[config.mk]
export PLATFORM = sky130hd
export DESIGN_NAME = mem_port_arbiter
export DESIGN_NICKNAME = d
export VERILOG_FILES = /design/src/rtl/mem_port_arbiter_pkg.sv /design/src/rtl/lr_sc_reservation.sv /design/src/rtl/mem_port_arbiter.sv
export SDC_FILE = /design/constraint.sdc
export NUM_CORES = 1
export LEC_CHECK = 0
export ABC_AREA = 1
export CAP_MARGIN = 20
export CORE_MARGIN = 1
export CORE_UTILIZATION = 38
export DETAILED_ROUTE_END_ITERATION = 8
export PLACE_DENSITY = 0.86
export SKIP_CTS_REPAIR_TIMING = 1
export SLEW_MARGIN = 20
export SYNTH_ARGS = -nofsm -noshare
export SYNTH_HDL_FRONTEND = slang
export SYNTH_SLANG_ARGS = --single-unit
[constraint.sdc]
create_clock -name clk -period 4.42 [get_ports clk]
set_input_delay 0.663 -clock clk [delete_from_list [all_inputs] [get_ports clk]]
set_output_delay 0.663 -clock clk [all_outputs]
set_load 0.03 [all_outputs]
[src/rtl/mem_port_arbiter_pkg.sv]
// Shared types for the memory-port arbiter: FSM state encoding and SC result codes.
package mem_arb_pkg;

  typedef enum logic [1:0] {
    IDLE    = 2'd0,
    SERVE_I = 2'd1,
    SERVE_D = 2'd2,
    SC_FAIL = 2'd3
  } arb_state_e;

  // Store-conditional result word LSB: 0 = success, 1 = failure
  localparam logic SC_RES_OK   = 1'b0;
  localparam logic SC_RES_FAIL = 1'b1;

endpackage

[src/rtl/lr_sc_reservation.sv]
// Single LR/SC reservation for the data requester: holds one valid bit and one word address.
module lr_sc_reservation #(
  parameter int WORD_W = 30
) (
  input  logic              clk,
  input  logic              reset,
  input  logic              set,
  input  logic              clr,
  input  logic [WORD_W-1:0] set_word,
  input  logic [WORD_W-1:0] chk_word,
  output logic              match
);

  logic              valid_r;
  logic [WORD_W-1:0] word_r;

  // Clear wins over set; the arbiter never raises both in the same cycle
  always_ff @(posedge clk or posedge reset) begin
    if (reset) begin
      valid_r <= 1'b0;
      word_r  <= '0;
    end else if (clr) begin
      valid_r <= 1'b0;
    end else if (set) begin
      valid_r <= 1'b1;
      word_r  <= set_word;
    end
  end

  assign match = valid_r && (word_r == chk_word);

endmodule

[src/rtl/mem_port_arbiter.sv]
// Arbitrates one memory port between fetch (I) and load/store (D), D priority with an I starvation guard.
// Optional LR/SC reservation tracking is enabled by defining ATOMIC_RESERVATION_EN.
module mem_port_arbiter
  import mem_arb_pkg::*;
#(
  parameter int ADDR_W     = 32,
  parameter int DATA_W     = 32,
  parameter int STARVE_MAX = 4
) (
  input  logic              clk,
  input  logic              reset,
  input  logic              if_req,
  input  logic [ADDR_W-1:0] if_addr,
  output logic              if_ready,
  output logic [DATA_W-1:0] if_rdata,
  input  logic              d_req,
  input  logic              d_we,
  input  logic              d_lr,
  input  logic              d_sc,
  input  logic [ADDR_W-1:0] d_addr,
  input  logic [DATA_W-1:0] d_wdata,
  output logic              d_ready,
  output logic [DATA_W-1:0] d_rdata,
  output logic              mem_req,
  output logic              mem_we,
  output logic [ADDR_W-1:0] mem_addr,
  output logic [DATA_W-1:0] mem_wdata,
  input  logic              mem_ack,
  input  logic [DATA_W-1:0] mem_rdata
);

  localparam int               CNT_W   = $clog2(STARVE_MAX + 1);
  localparam logic [CNT_W-1:0] CNT_MAX = CNT_W'(STARVE_MAX);

  arb_state_e       state_r, state_s;
  logic [CNT_W-1:0] starve_cnt_r;
  logic             sc_r;
  logic             if_pend_s, d_pend_s, grant_d_s, grant_i_s, is_store_s, sc_fail_s;

  // A requester's req is still up during its own ready cycle; no grants then, which also gives the IDLE gap
  assign if_pend_s  = if_req && !if_ready && !d_ready;
  assign d_pend_s   = d_req && !if_ready && !d_ready;
  assign grant_d_s  = (state_r == IDLE) && d_pend_s && !(if_pend_s && (starve_cnt_r == CNT_MAX));
  assign grant_i_s  = (state_r == IDLE) && if_pend_s && !grant_d_s;
  assign is_store_s = (d_we && !d_lr) || d_sc;

`ifdef ATOMIC_RESERVATION_EN
  logic lr_r, resv_match_s, resv_set_s, resv_clr_s;

  assign resv_clr_s = grant_d_s && (d_sc || (is_store_s && resv_match_s));
  assign resv_set_s = (state_r == SERVE_D) && mem_ack && lr_r;
  assign sc_fail_s  = d_sc && !resv_match_s;

  lr_sc_reservation #(.WORD_W(ADDR_W - 2)) u_resv (
    .clk      (clk),
    .reset    (reset),
    .set      (resv_set_s),
    .clr      (resv_clr_s),
    .set_word (mem_addr[ADDR_W-1:2]),
    .chk_word (d_addr[ADDR_W-1:2]),
    .match    (resv_match_s)
  );

  // Remember whether the granted D access is a load-reserved (LR together with SC counts as SC)
  always_ff @(posedge clk or posedge reset) begin
    if (reset) begin
      lr_r <= 1'b0;
    end else if (grant_d_s) begin
      lr_r <= d_lr && !d_sc;
    end
  end
`else
  assign sc_fail_s = 1'b0;
`endif

  // State register
  always_ff @(posedge clk or posedge reset) begin
    if (reset) begin
      state_r <= IDLE;
    end else begin
      state_r <= state_s;
    end
  end

  // Next-state logic
  always_comb begin
    state_s = state_r;
    case (state_r)
      IDLE: begin
        if (grant_d_s) begin
          state_s = sc_fail_s ? SC_FAIL : SERVE_D;
        end else if (grant_i_s) begin
          state_s = SERVE_I;
        end else begin
          state_s = IDLE;
        end
      end
      SERVE_I, SERVE_D: begin
        if (mem_ack) begin
          state_s = IDLE;
        end else begin
          state_s = state_r;
        end
      end
      SC_FAIL: state_s = IDLE;
      default: state_s = IDLE;
    endcase
  end

  // Memory command latch, response capture, ready pulses and the starvation counter
  always_ff @(posedge clk or posedge reset) begin
    if (reset) begin
      mem_req      <= 1'b0;
      mem_we       <= 1'b0;
      mem_addr     <= '0;
      mem_wdata    <= '0;
      if_ready     <= 1'b0;
      if_rdata     <= '0;
      d_ready      <= 1'b0;
      d_rdata      <= '0;
      starve_cnt_r <= '0;
      sc_r         <= 1'b0;
    end else begin
      if_ready <= 1'b0;
      d_ready  <= 1'b0;
      case (state_r)
        IDLE: begin
          if (grant_d_s) begin
            sc_r <= d_sc;
            if (!sc_fail_s) begin
              mem_req   <= 1'b1;
              mem_we    <= is_store_s;
              mem_addr  <= d_addr;
              mem_wdata <= d_wdata;
            end
            if (if_pend_s && (starve_cnt_r != CNT_MAX)) begin
              starve_cnt_r <= starve_cnt_r + CNT_W'(1);
            end
          end else if (grant_i_s) begin
            mem_req      <= 1'b1;
            mem_we       <= 1'b0;
            mem_addr     <= if_addr;
            starve_cnt_r <= '0;
          end
        end
        SERVE_I: begin
          if (mem_ack) begin
            mem_req  <= 1'b0;
            if_rdata <= mem_rdata;
            if_ready <= 1'b1;
          end
        end
        SERVE_D: begin
          if (mem_ack) begin
            mem_req <= 1'b0;
            mem_we  <= 1'b0;
            d_rdata <= sc_r ? {{(DATA_W-1){1'b0}}, SC_RES_OK} : mem_rdata;
            d_ready <= 1'b1;
          end
        end
        SC_FAIL: begin
          d_rdata <= {{(DATA_W-1){1'b0}}, SC_RES_FAIL};
          d_ready <= 1'b1;
        end
        default: begin
          mem_req <= 1'b0;
          mem_we  <= 1'b0;
        end
      endcase
    end
  end

endmodule
# ---- After elaboration in Yosys (flattened, before gate mapping)
# Cells that the tools add are included.
dict set report totals {
  out_inout_bits 132
  inputBits 136
  register_bits 138
  word_cells 73
}
dict set report classes {
  n_mux 22
  reduce_logical 30
  eq_ne 9
  addsub 1
}
# op count
set ops {}
lappend ops {{32-bit 2-to-1 mux} 4}
lappend ops {{32-bit one-hot mux with 2 select lines} 1}
lappend ops {{1-bit logical AND} 11}
lappend ops {{3-bit 2-to-1 mux} 3}
lappend ops {{3-bit AND reduction} 3}
lappend ops {{1-bit 2-to-1 mux} 8}
lappend ops {{2-bit AND reduction} 4}
lappend ops {{2-bit nonzero test} 4}
lappend ops {{3-bit != test, second input constant} 2}
lappend ops {{1-bit one-hot mux with 2 select lines} 3}
lappend ops {{2-bit one-hot mux with 3 select lines} 1}
lappend ops {{1-bit logical NOT} 5}
lappend ops {{2-bit equality test, second input constant} 2}
lappend ops {{2-bit 2-to-1 mux} 2}
lappend ops {{2-bit by 1-bit != test with 1-bit output, second input constant} 2}
lappend ops {{3-bit by 1-bit adder with 3-bit output, second input constant} 1}
lappend ops {{3-bit equality test, second input constant} 1}
lappend ops {{2-bit by 1-bit equality test with 1-bit output, second input constant} 1}
lappend ops {{2-bit logical NOT} 1}
lappend ops {{2-bit != test, second input constant} 1}
lappend ops {{2-bit OR reduction} 1}
lappend ops {{1-bit logical OR} 1}

# ---- Longest topological paths before layout
# Gate-level depths: netlist of run 1.
dict set report logic_depth {
  depth_word 11
  ltp_mapped 11
}

# ---- Least setup slack after synthesis of run 1
# No wires, ideal clock.
dict set report synth_timing {
  path_type {reg-to-reg}
  startpoint {register state_r[0]}
  endpoint {register mem_wdata[10]}
  path_stages_with_launch 10
  t_arrival_ns 1.407
  slack_ns 2.896
  t_required_ns 4.302
  period_less_slack_ns 1.524
  cell_sequence {dfrtp_1 inv_1 ha_1 nand2_1 nor2_2 nand2_1 buf_4 buf_6 nand2_1 nand2_1}
}
dict set report synth_between {
  elab_chain_len 4
}
# element line_no
set synth_rtl {}
lappend synth_rtl {{start, declared} mem_port_arbiter.sv:35} ;# arb_state_e state_r, state_s;
lappend synth_rtl {{start signal, assigned} mem_port_arbiter.sv:81} ;# state_r <= state_s;
lappend synth_rtl {{2-bit logical NOT *} {mem_port_arbiter.sv:43, mem_port_arbiter.sv:126}}
lappend synth_rtl {{1-bit logical AND (2 in series)} mem_port_arbiter.sv:43} ;# assign grant_d_s = (state_r == IDLE) && d_pend_s && !(if_pend_s && (starve_cnt_r == CNT_MAX));
lappend synth_rtl {{2-bit AND reduction (no source line) *} n/a}
lappend synth_rtl {{end signal, assigned} mem_port_arbiter.sv:134} ;# mem_wdata <= d_wdata;
lappend synth_rtl {{end, declared} mem_port_arbiter.sv:27} ;# output logic [DATA_W-1:0] mem_wdata,
# Every way passes the cells marked *; elsewhere a longest branch is shown, timed or not.
# A chain may end at the register's enable or synchronous reset.

# ---- Worst setup path in the final report of run 1
dict set report layout_timing {
  startpoint {register state_r[0]}
  endpoint {register starve_cnt_r[1]}
}
dict set report layout_between {
  elab_chain_len 7
  elab_cells_between_ends 10
  cone_classes {eq/ne (1); mux (1); reduce/logical (8)}
}
# element line_no
set layout_rtl {}
lappend layout_rtl {{2-bit logical NOT *} {mem_port_arbiter.sv:43, mem_port_arbiter.sv:44, mem_port_arbiter.sv:126}}
lappend layout_rtl {{1-bit logical AND (2 in series)} mem_port_arbiter.sv:43}
lappend layout_rtl {{1-bit logical NOT} mem_port_arbiter.sv:44} ;# assign grant_i_s = (state_r == IDLE) && if_pend_s && !grant_d_s;
lappend layout_rtl {{1-bit logical AND} mem_port_arbiter.sv:44}
lappend layout_rtl {{2-bit nonzero test (no source line)} n/a}
lappend layout_rtl {{3-bit AND reduction (no source line)} n/a}
lappend layout_rtl {{end signal, assigned} mem_port_arbiter.sv:137} ;# starve_cnt_r <= starve_cnt_r + CNT_W'(1);
lappend layout_rtl {{end, declared} mem_port_arbiter.sv:36} ;# logic [CNT_W-1:0] starve_cnt_r;
# Marked as above.

==> results of run 1 <==
[sequential cells by signal, summed over array words and instances, names as in the netlist]
| signal | flops |
|---|---|
| mem_wdata | 32 |
| state_r | 2 |
| starve_cnt_r | 3 |
| if_ready | 1 |
| d_rdata | 32 |
| mem_addr | 32 |
| mem_we | 1 |
| if_rdata | 32 |
| mem_req | 1 |
| d_ready | 1 |
| sc_r | 1 |
[metal layers]
| metal | GRT usage (%) | wire length, um | up-vias |
|---|---|---|---|
| met5 | 0 | 0 | - |
| met4 | 9.41 | 448 | 0 |
| met3 | 7.32 | 1770 | 38 |
| met2 | 36.8 | 8770 | 276 |
| met1 | 26.3 | 7270 | 2688 |
| li1 | - | - | 2806 |
[critical path, stage by stage, from the launching register on]
cell	delay (ps)
dfrtp_1	410
inv_1	140
ha_1	270
nand2_1	140
nor2_4	690
nand2_2	80
buf_4	360
nor2_1	230
nand2_1	70
nand2_1	60
[Yosys cell counts]
library cell	n
nor2_1	6
nand3_1	161
buf_1	2
nand2_1	251
or2_2	1
inv_1	80
o21ai_0	36
dfrtp_1	138
buf_4	3
nor2_2	2
nand3_2	1
o21ai_2	1
buf_6	1
nor3_1	1
nand4_1	2
ha_1	7
xor2_1	1
clkbuf_1	14
o22ai_1	1
buf_2	26
[cell families after synthesis]
group,after synthesis,synth area share [%]
flip-flops,138,56.7
AO/OA/AOI/OAI,38,3.21
XOR/XNOR,1,0.144
buffers and inverters,126,8.61
AND/OR/NAND/NOR,425,29.9
adder cells (fa/ha/maj),7,1.44
[path summary, 6_finish.rpt]
kind / from / endpoint / slack (ps) / cells after the start
max: state_r[0]$_DFFE_PP0P_ / starve_cnt_r[1]$_DFFE_PP0P_ / 1880 / 9
min: if_rdata[9]$_DFFE_PP0P_ / if_rdata[9]$_DFFE_PP0P_ / 480 / 2
max reg2reg: state_r[0]$_DFFE_PP0P_ / starve_cnt_r[1]$_DFFE_PP0P_ / 1880 / 9
min reg2reg: if_rdata[9]$_DFFE_PP0P_ / if_rdata[9]$_DFFE_PP0P_ / 480 / 2
max in group asynchronous: reset / mem_wdata[21]$_DFFE_PP0P_ / 2710 / 3
min in group asynchronous: reset / d_rdata[28]$_DFFE_PP0P_ / 760 / 2
[through the flow]
| step | total power, mW | instances | hold WS (ps) | cell area, um^2 |
|---|---|---|---|---|
| 2_1_floorplan | 4.35 | 735 | 474 | 6090 |
| 3_3_place_gp | 5.81 | 1176 | 454 | 8890 |
| 6_report | 7.46 | 1208 | 475 | 9560 |
| 4_1_cts | 7.50 | 1207 | 480 | 9540 |
| 3_5_place_dp | 5.91 | 1176 | 462 | 8890 |
| 5_1_grt | 7.89 | 1208 | 488 | 9560 |
[final cells by class]
| cell class | count | area (um^2) |
|---|---|---|
| fillers | 1303 | 5870 |
| flip-flops and latches | 138 | 3450 |
| repair buffers | 277 | 2760 |
| multi-input cells | 471 | 2130 |
| clock buffers | 19 | 453 |
| inverters | 80 | 305 |
| well taps | 211 | 264 |
| clock inverters | 12 | 196 |
[power by group through the flow]
stage	Clock (mW)	Sequential, mW	Combinational [mW]
after floorplan	0	3.22	1.13
after global routing	1.65	2.22	4.02
after detailed placement	0	2.17	3.74
final	1.56	2.16	3.74
after CTS	1.58	2.16	3.76
after global placement	0	2.15	3.66
==> impl_metrics.yaml, run 1 <==
status:
  outcome: "finished clean"
finish:
  layout_common_cells: "clkdlybuf4s50_1, nand2_1, nand3_1, dfrtp_1, inv_1"
  drive_gt1_share_pct: 5.02
  nets: 1128
  final_common_cell: "clkdlybuf4s50_1"
  post-route-util_pct: 61.9
  syn2layout_area_growth_pct: 57.0
  diodes: 0
cts:
  cts_buffers: 17
  clkTransAtPathRegs_ps: 60
  clk-insertion-delay-late_ps: 410
  cts.path.max_buffers: 2
  cts_tree: "done"
  htreeDepth: 4
  cts.sinks: 138
  clockRootBuffer: "clkbuf_16"
sta:
  finalSetupViolCount: 0
  fin_crit_ps: 2540
  layout_setup_ws_ps: 1880
  fmax_mhz: 394
  hold_viol: 0
  worst_pin_slew_ps: 1040
  rsz0062_at_grt: "no"
  fin_worst_skew_ps: 8.62
  period_share_pct: 57.5
  finalSetupTns_ps: 0
  final_max_slew_viol_count: 0
  worst_slew_margin_rel_pct: 30.8
pwr:
  p_sw_share_pct: 42.4
  pwr-share-seq_pct: 29.0
  combPwrFrac_pct: 50.1
  ir_worst_vdd_v: 0.000384
  p_sw_mw: 3.16
  clkPwrFrac_pct: 21.0
  power.density_cell_area_nw_per_um2: 781
  intPower_mw: 4.30
  p_leak_nw: 4.62
global_routing:
  grt_max_degree: 84
  overflow: 0
  grt_pass1_wl_um: 28600
  grt_pass1_vias: 5729
  antenna_found_initial: 0
  track_usage_pct: 22.1
synth:
  ys_top_cells_by_area: "dfrtp_1, nand2_1, nand3_1"
  netlist.area_leader.share_pct: 56.7
  avgSynthCellArea_um2: 8.28
  ys_seq_area_share_pct: 56.7
  synth_top_area_cell: "dfrtp_1"
  ys_seq_elements: 138
  synth_nets: 878
  ys_types: 20
  netlist_area_um2: 6090
  yosysWarnings: 0
  netlist_instances: 735
detailed_routing:
  wl_um: 18300
  drc: 0
  drtIter0Drc: 325
  via_per_inst: 4.81
  drt_pre_antenna_iters: 7
  ant_nets: 0
  wire_per_inst_um: 15.1
  vias: 5808
die:
  io_pins: 268
  dieArea_um2: 16500
  start_util_pct: 39.4
  dieHeight_um: 129
  die_w_um: 129
  rows: 45
  core_area_um2: 15400
worst_setup_path:
  cp-start-kind: "flop"
  critical_path_class: "flop to flop"
  worst-endpoint-required_ps: 4760
  critPathArrivalTime_ps: 2880
  end_kind: "flop"
  path_max_fanout: 69
min_path:
  hold_class: "flop to flop"
flow_run:
  drv_cap: 0
placed_design:
  place_hpwl_um: 12400
  port_buffers: 267
  pre_cts_ws_ps: 1630
  gp_congestion: 0.779
No activity file was read; power rests on OpenSTA's default activity.
==> inputs of run 2 (changes only) <==
--- a/config.mk
+++ b/config.mk
@@ -8,9 +8,9 @@
 export ABC_AREA = 1
 export CAP_MARGIN = 20
 export CORE_MARGIN = 1
-export CORE_UTILIZATION = 38
+export CORE_UTILIZATION = 42
 export DETAILED_ROUTE_END_ITERATION = 8
-export PLACE_DENSITY = 0.86
+export PLACE_DENSITY = 0.89
 export SKIP_CTS_REPAIR_TIMING = 1
 export SLEW_MARGIN = 20
 export SYNTH_ARGS = -nofsm -noshare
==> constraint.sdc (replaced) <==
create_clock -name clk -period 2.5 [get_ports clk]
set_input_delay 0.375 -clock clk [delete_from_list [all_inputs] [get_ports clk]]
set_output_delay 0.375 -clock clk [all_outputs]
set_load 0.03 [all_outputs]
==> run 2 against run 1 <==
  * Via count up 1.1%
  * Sequential power up 76%
  * Die area down 9.4%
  * Clock skew down 3.2 ps
  * Register-to-register slack worse by 1300 ps
  * Routed wire length down 2.0%
  * Non-clock buffer count up 6
  * Critical path type unchanged
==> impl_metrics.yaml, run 2 (synthesis gave the netlist of run 1 again) <==
status:
  outcome: "finished clean"
cts:
  clk-insertion-delay-late_ps: 410
  cts_tree: "done"
  cts_buffers: 17
  cts.sinks: 138
  cts.path.max_buffers: 2
  clkTransAtPathRegs_ps: 60
  htreeDepth: 4
  clockRootBuffer: "clkbuf_16"
worst_setup_path:
  cp-start-kind: "flop"
  path_max_fanout: 25
  r2r_cells: 10
  critPathArrivalTime_ps: 2310
  critical_path_class: "flop to flop"
  cp-startpoint: "state_r[0]$_DFFE_PP0P_"
  worst-endpoint-required_ps: 2850
  end_kind: "flop"
  r2r-start: "state_r[0]$_DFFE_PP0P_"
  r2r-end: "mem_addr[8]$_DFFE_PP0P_"
  r2r_slack_ps: 540
finish:
  multi_input_area_um2: 2130
  syn2layout_area_growth_pct: 56.8
  register_area_um2: 3450
  nFillCells: 1094
  final_area_um2: 9540
  nets: 1134
  diodes: 0
  drive_gt1_share_pct: 5.48
  layout_common_cells: "clkdlybuf4s50_1, nand2_1, nand3_1, dfrtp_1, inv_1"
  final_common_cell: "clkdlybuf4s50_1"
sta:
  worst_pin_slew_ps: 686
  hold_viol: 0
  fmax_mhz: 509
  finalSetupViolCount: 0
  finalSetupTns_ps: 0
  final_max_slew_viol_count: 0
  rsz0062_at_grt: "no"
  period_share_pct: 78.6
  worst_slew_margin_rel_pct: 54.3
  fin_crit_ps: 1960
  fin_worst_skew_ps: 5.38
global_routing:
  grt_pass1_wl_um: 27900
  grt_max_degree: 77
  grt_pass1_vias: 5745
  antenna_found_initial: 0
  overflow: 0
  track_usage_pct: 24.0
pwr:
  p_leak_nw: 4.64
  p_sw_share_pct: 43.0
  ir_worst_vdd_v: 0.000699
  power.density_cell_area_nw_per_um2: 1360
  clkPwrFrac_pct: 19.2
  finalPower_mw: 13.0
  intPower_mw: 7.40
  combPwrFrac_pct: 51.5
  p_sw_mw: 5.58
  pwr-share-seq_pct: 29.3
detailed_routing:
  via_per_inst: 4.96
  wl_um: 17900
  drtIter0Drc: 345
  drt_pre_antenna_iters: 6
  ant_nets: 0
  wire_per_inst_um: 15.1
  vias: 5872
  drc: 0
die:
  core_area_um2: 14000
  start_util_pct: 43.5
  rows: 43
  dieHeight_um: 122
  dieArea_um2: 15000
  die_w_um: 122
  io_pins: 268
placed_design:
  gp_congestion: 0.895
  place_hpwl_um: 12400
  postPlaceCellArea_um2: 8950
  port_buffers: 267
flow_run:
  drv_cap: 0
min_path:
  hold_class: "primary input to asynchronous set/reset pin"
[run 2: cell types whose count changed in the layout (fill, tap and decap cells not counted), sizes merged]
cell | previous run | this run
buf | 10 | 16
bufinv | 5 | 2
clkbuf | 19 | 21
clkinv | 4 | 6
clkinvlp | 3 | 4
inv | 80 | 79
[run 2: worst max-delay path by stage]
stage | to | slack (ps) | depth (start not counted)
after global routing | mem_addr[10]$_DFFE_PP0P_ | 380 | 10
after detailed placement | d_rdata[22]$_DFFE_PP0P_ | 510 | 6
after CTS | mem_addr[8]$_DFFE_PP0P_ | 550 | 10
after global placement | mem_addr[27]$_DFFE_PP0P_ | 540 | 7
after floorplan | d_rdata[0]$_DFFE_PP0P_ | 400 | 1
final | mem_addr[8]$_DFFE_PP0P_ | 540 | 10
[run 2: through the flow]
stage	hold WS [ps]	std cells	setup WS (ps)	utilization, %
floorplan	474	735	404	-
global placement	453	1152	544	64.0
detailed placement	459	1152	511	64.0
CTS	216	1184	551	68.2
global route	221	1184	375	68.2
finish	227	1184	536	68.2
[run 2: worst max-delay path, cell delays in order (launching register included)]
cell and delay (ps):
dfrtp_1 390, inv_1 100, ha_1 270, nand2_1 150
inv_1 60, nand2_1 270, buf_4 350, nand3_1 120
nand2_1 90, inv_1 40, nand2_1 50
[run 2: power groups by stage]
stage	clock [mW]	sequential (mW)	combinational [mW]
3_5_place_dp	0	3.81	6.70
3_3_place_gp	0	3.78	6.56
4_1_cts	2.53	3.81	6.72
6_report	2.49	3.81	6.68
2_1_floorplan	0	5.69	1.99
5_1_grt	2.64	3.92	7.20
[run 2: routing by layer]
| layer | vias to the layer above | track usage [%] | part of all wire [%] |
|---|---|---|---|
| met4 | 0 | 10.8 | 3.2 |
| met3 | 43 | 7.99 | 9.9 |
| li1 | 2823 | - | - |
| met2 | 264 | 39.3 | 47 |
| met5 | - | 0 | 0 |
| met1 | 2742 | 28.7 | 40 |
[run 2: cell type report]
type,instances,share of cell area [%]
sequential,138,36.2
tap,180,2.36
inverter,80,3.19
multi-input combinational,471,22.3
clock buffer,21,4.93
timing repair buffer,283,29.8
clock inverter,11,1.26
==> inputs of run 3 (changes only) <==
--- a/config.mk
+++ b/config.mk
@@ -8,9 +8,9 @@
 export ABC_AREA = 1
 export CAP_MARGIN = 20
 export CORE_MARGIN = 1
-export CORE_UTILIZATION = 42
+export CORE_UTILIZATION = 38
 export DETAILED_ROUTE_END_ITERATION = 8
-export PLACE_DENSITY = 0.89
+export PLACE_DENSITY = 0.86
 export SKIP_CTS_REPAIR_TIMING = 1
 export SLEW_MARGIN = 20
 export SYNTH_ARGS = -nofsm -noshare
==> constraint.sdc (replaced) <==
create_clock -name clk -period 1.7 [get_ports clk]
set_input_delay 0.255 -clock clk [delete_from_list [all_inputs] [get_ports clk]]
set_output_delay 0.255 -clock clk [all_outputs]
set_load 0.03 [all_outputs]
==> run 3 against run 2 <==
  * Largest power group unchanged
  * Via count increased by 2.5%
  * Largest cell class unchanged
  * Maximum frequency increased by 21%
  * Critical path type unchanged
  * Sequential power increased by 46%
  * Routed wire length increased by 11%
  * Core utilization decreased by 1.8 points
==> impl_metrics.yaml, run 3 (synthesis gave the netlist of run 1 again) <==
detailed_routing:
  drt_pre_antenna_iters: 5
  drtIter0Drc: 236
  ant_nets: 0
  via_per_inst: 4.88
  drc: 0
  wire_per_inst_um: 16.1
  vias: 6021
  wl_um: 19800
placed_design:
  gp_congestion: 0.794
  place_hpwl_um: 13400
  port_buffers: 267
  pre_cts_ws_ps: -27.7
sta:
  fin_worst_skew_ps: 8.02
  hold_slack_ps: 97.5
  finalSetupViolCount: 0
  final_max_slew_viol_count: 0
  fmax_mhz: 616
  fin_crit_ps: 1620
  hold_viol: 0
  worst_slew_margin_rel_pct: 69.5
  layout_setup_ws_ps: 77.2
  worst_pin_slew_ps: 457
  period_share_pct: 95.5
finish:
  diodes: 0
  final_common_cell: "nand2_1"
  nets: 1154
  layout_common_cells: "nand2_1, nand3_1, dfrtp_1, clkdlybuf4s50_1, dlymetal6s2s_1"
  drive_gt1_share_pct: 7.53
  syn2layout_area_growth_pct: 68.4
  nFillCells: 1196
pwr:
  power.density_cell_area_nw_per_um2: 1930
  p_leak_nw: 6.44
  ir_worst_vdd_v: 0.000979
worst_setup_path:
  cp-start-kind: "flop"
  end_kind: "flop"
  worst-endpoint-required_ps: 2040
  path_max_fanout: 22
  critical_path_class: "flop to flop"
  critPathArrivalTime_ps: 1970
cts:
  cts.sinks: 138
  clkTransAtPathRegs_ps: 60
  cts_tree: "done"
  clockRootBuffer: "clkbuf_16"
  clk-insertion-delay-late_ps: 410
  cts.path.max_buffers: 2
  cts_buffers: 17
  htreeDepth: 4
die:
  dieHeight_um: 129
  start_util_pct: 39.4
  dieArea_um2: 16500
  core_area_um2: 15400
  io_pins: 268
  die_w_um: 129
  rows: 45
status:
  outcome: "finished clean"
flow_run:
  drv_cap: 0
global_routing:
  track_usage_pct: 22.9
  overflow: 0
  grt_pass1_wl_um: 29200
  grt_pass1_vias: 5857
  grt_max_degree: 83
  antenna_found_initial: 0
min_path:
  hold_class: "primary input to asynchronous set/reset pin"
[run 3: worst max-delay path: stages (launching register included)]
cell and delay [ps]:
dfrtp_1 410, inv_2 120, ha_4 160, nand2_1 100
nor2_4 210, buf_4 180, clkbuf_16 190, nand3_1 110
nand2_1 90
[run 3: through the flow]
step | power [mW] | setup TNS [ps] | std cells | utilization (%) | cell area [um^2]
after global routing | 20.9 | -22.7 | 1234 | 66.4 | 10200
final | 19.8 | 0 | 1234 | 66.4 | 10200
after floorplan | 11.3 | -38100 | 735 | - | 6090
after global placement | 15.5 | 0 | 1197 | 59.4 | 9160
after CTS | 19.9 | -3340 | 1228 | 63.5 | 9800
after detailed placement | 15.8 | -40.2 | 1197 | 59.4 | 9160
[run 3: path summary, 6_finish.rpt]
path,from,cells after the start,slack (ps),end
max,state_r[0]$_DFFE_PP0P_,8,80,mem_wdata[15]$_DFFE_PP0P_
min,reset,2,100,mem_wdata[31]$_DFFE_PP0P_
max reg2reg,state_r[0]$_DFFE_PP0P_,8,80,mem_wdata[15]$_DFFE_PP0P_
min reg2reg,mem_wdata[3]$_DFFE_PP0P_,2,460,mem_wdata[3]$_DFFE_PP0P_
max in group asynchronous,reset,3,940,mem_wdata[11]$_DFFE_PP0P_
min in group clk,if_addr[28],3,400,mem_addr[28]$_DFFE_PP0P_
[run 3: report_power, final]
part	leakage, nW	internal (mW)	switching [mW]
Clock	0.309	2.63	1.39
Sequential	1.73	4.76	0.807
Combinational	4.40	3.99	6.20
[run 3: routing by layer]
metal  global-route usage (%)  part of all wire [%]  vias to the layer above
met4                     7.34                   1.3                        0
met2                     40.0                    51                      241
met1                     25.3                    38                     2884
met3                     9.56                   9.2                       18
met5                        0                     0                        -
li1                         -                     -                     2878
[run 3: cell type report]
| type | count | area (um^2) | share of cell area [%] |
|---|---|---|---|
| timing repair buffer | 303 | 3440 | 33.6 |
| clock buffer | 19 | 443 | 4.32 |
| clock inverter | 12 | 198 | 1.93 |
| multi-input combinational | 471 | 2150 | 20.9 |
| sequential | 138 | 3450 | 33.7 |
| tap | 211 | 264 | 2.58 |
| inverter | 80 | 304 | 2.97 |
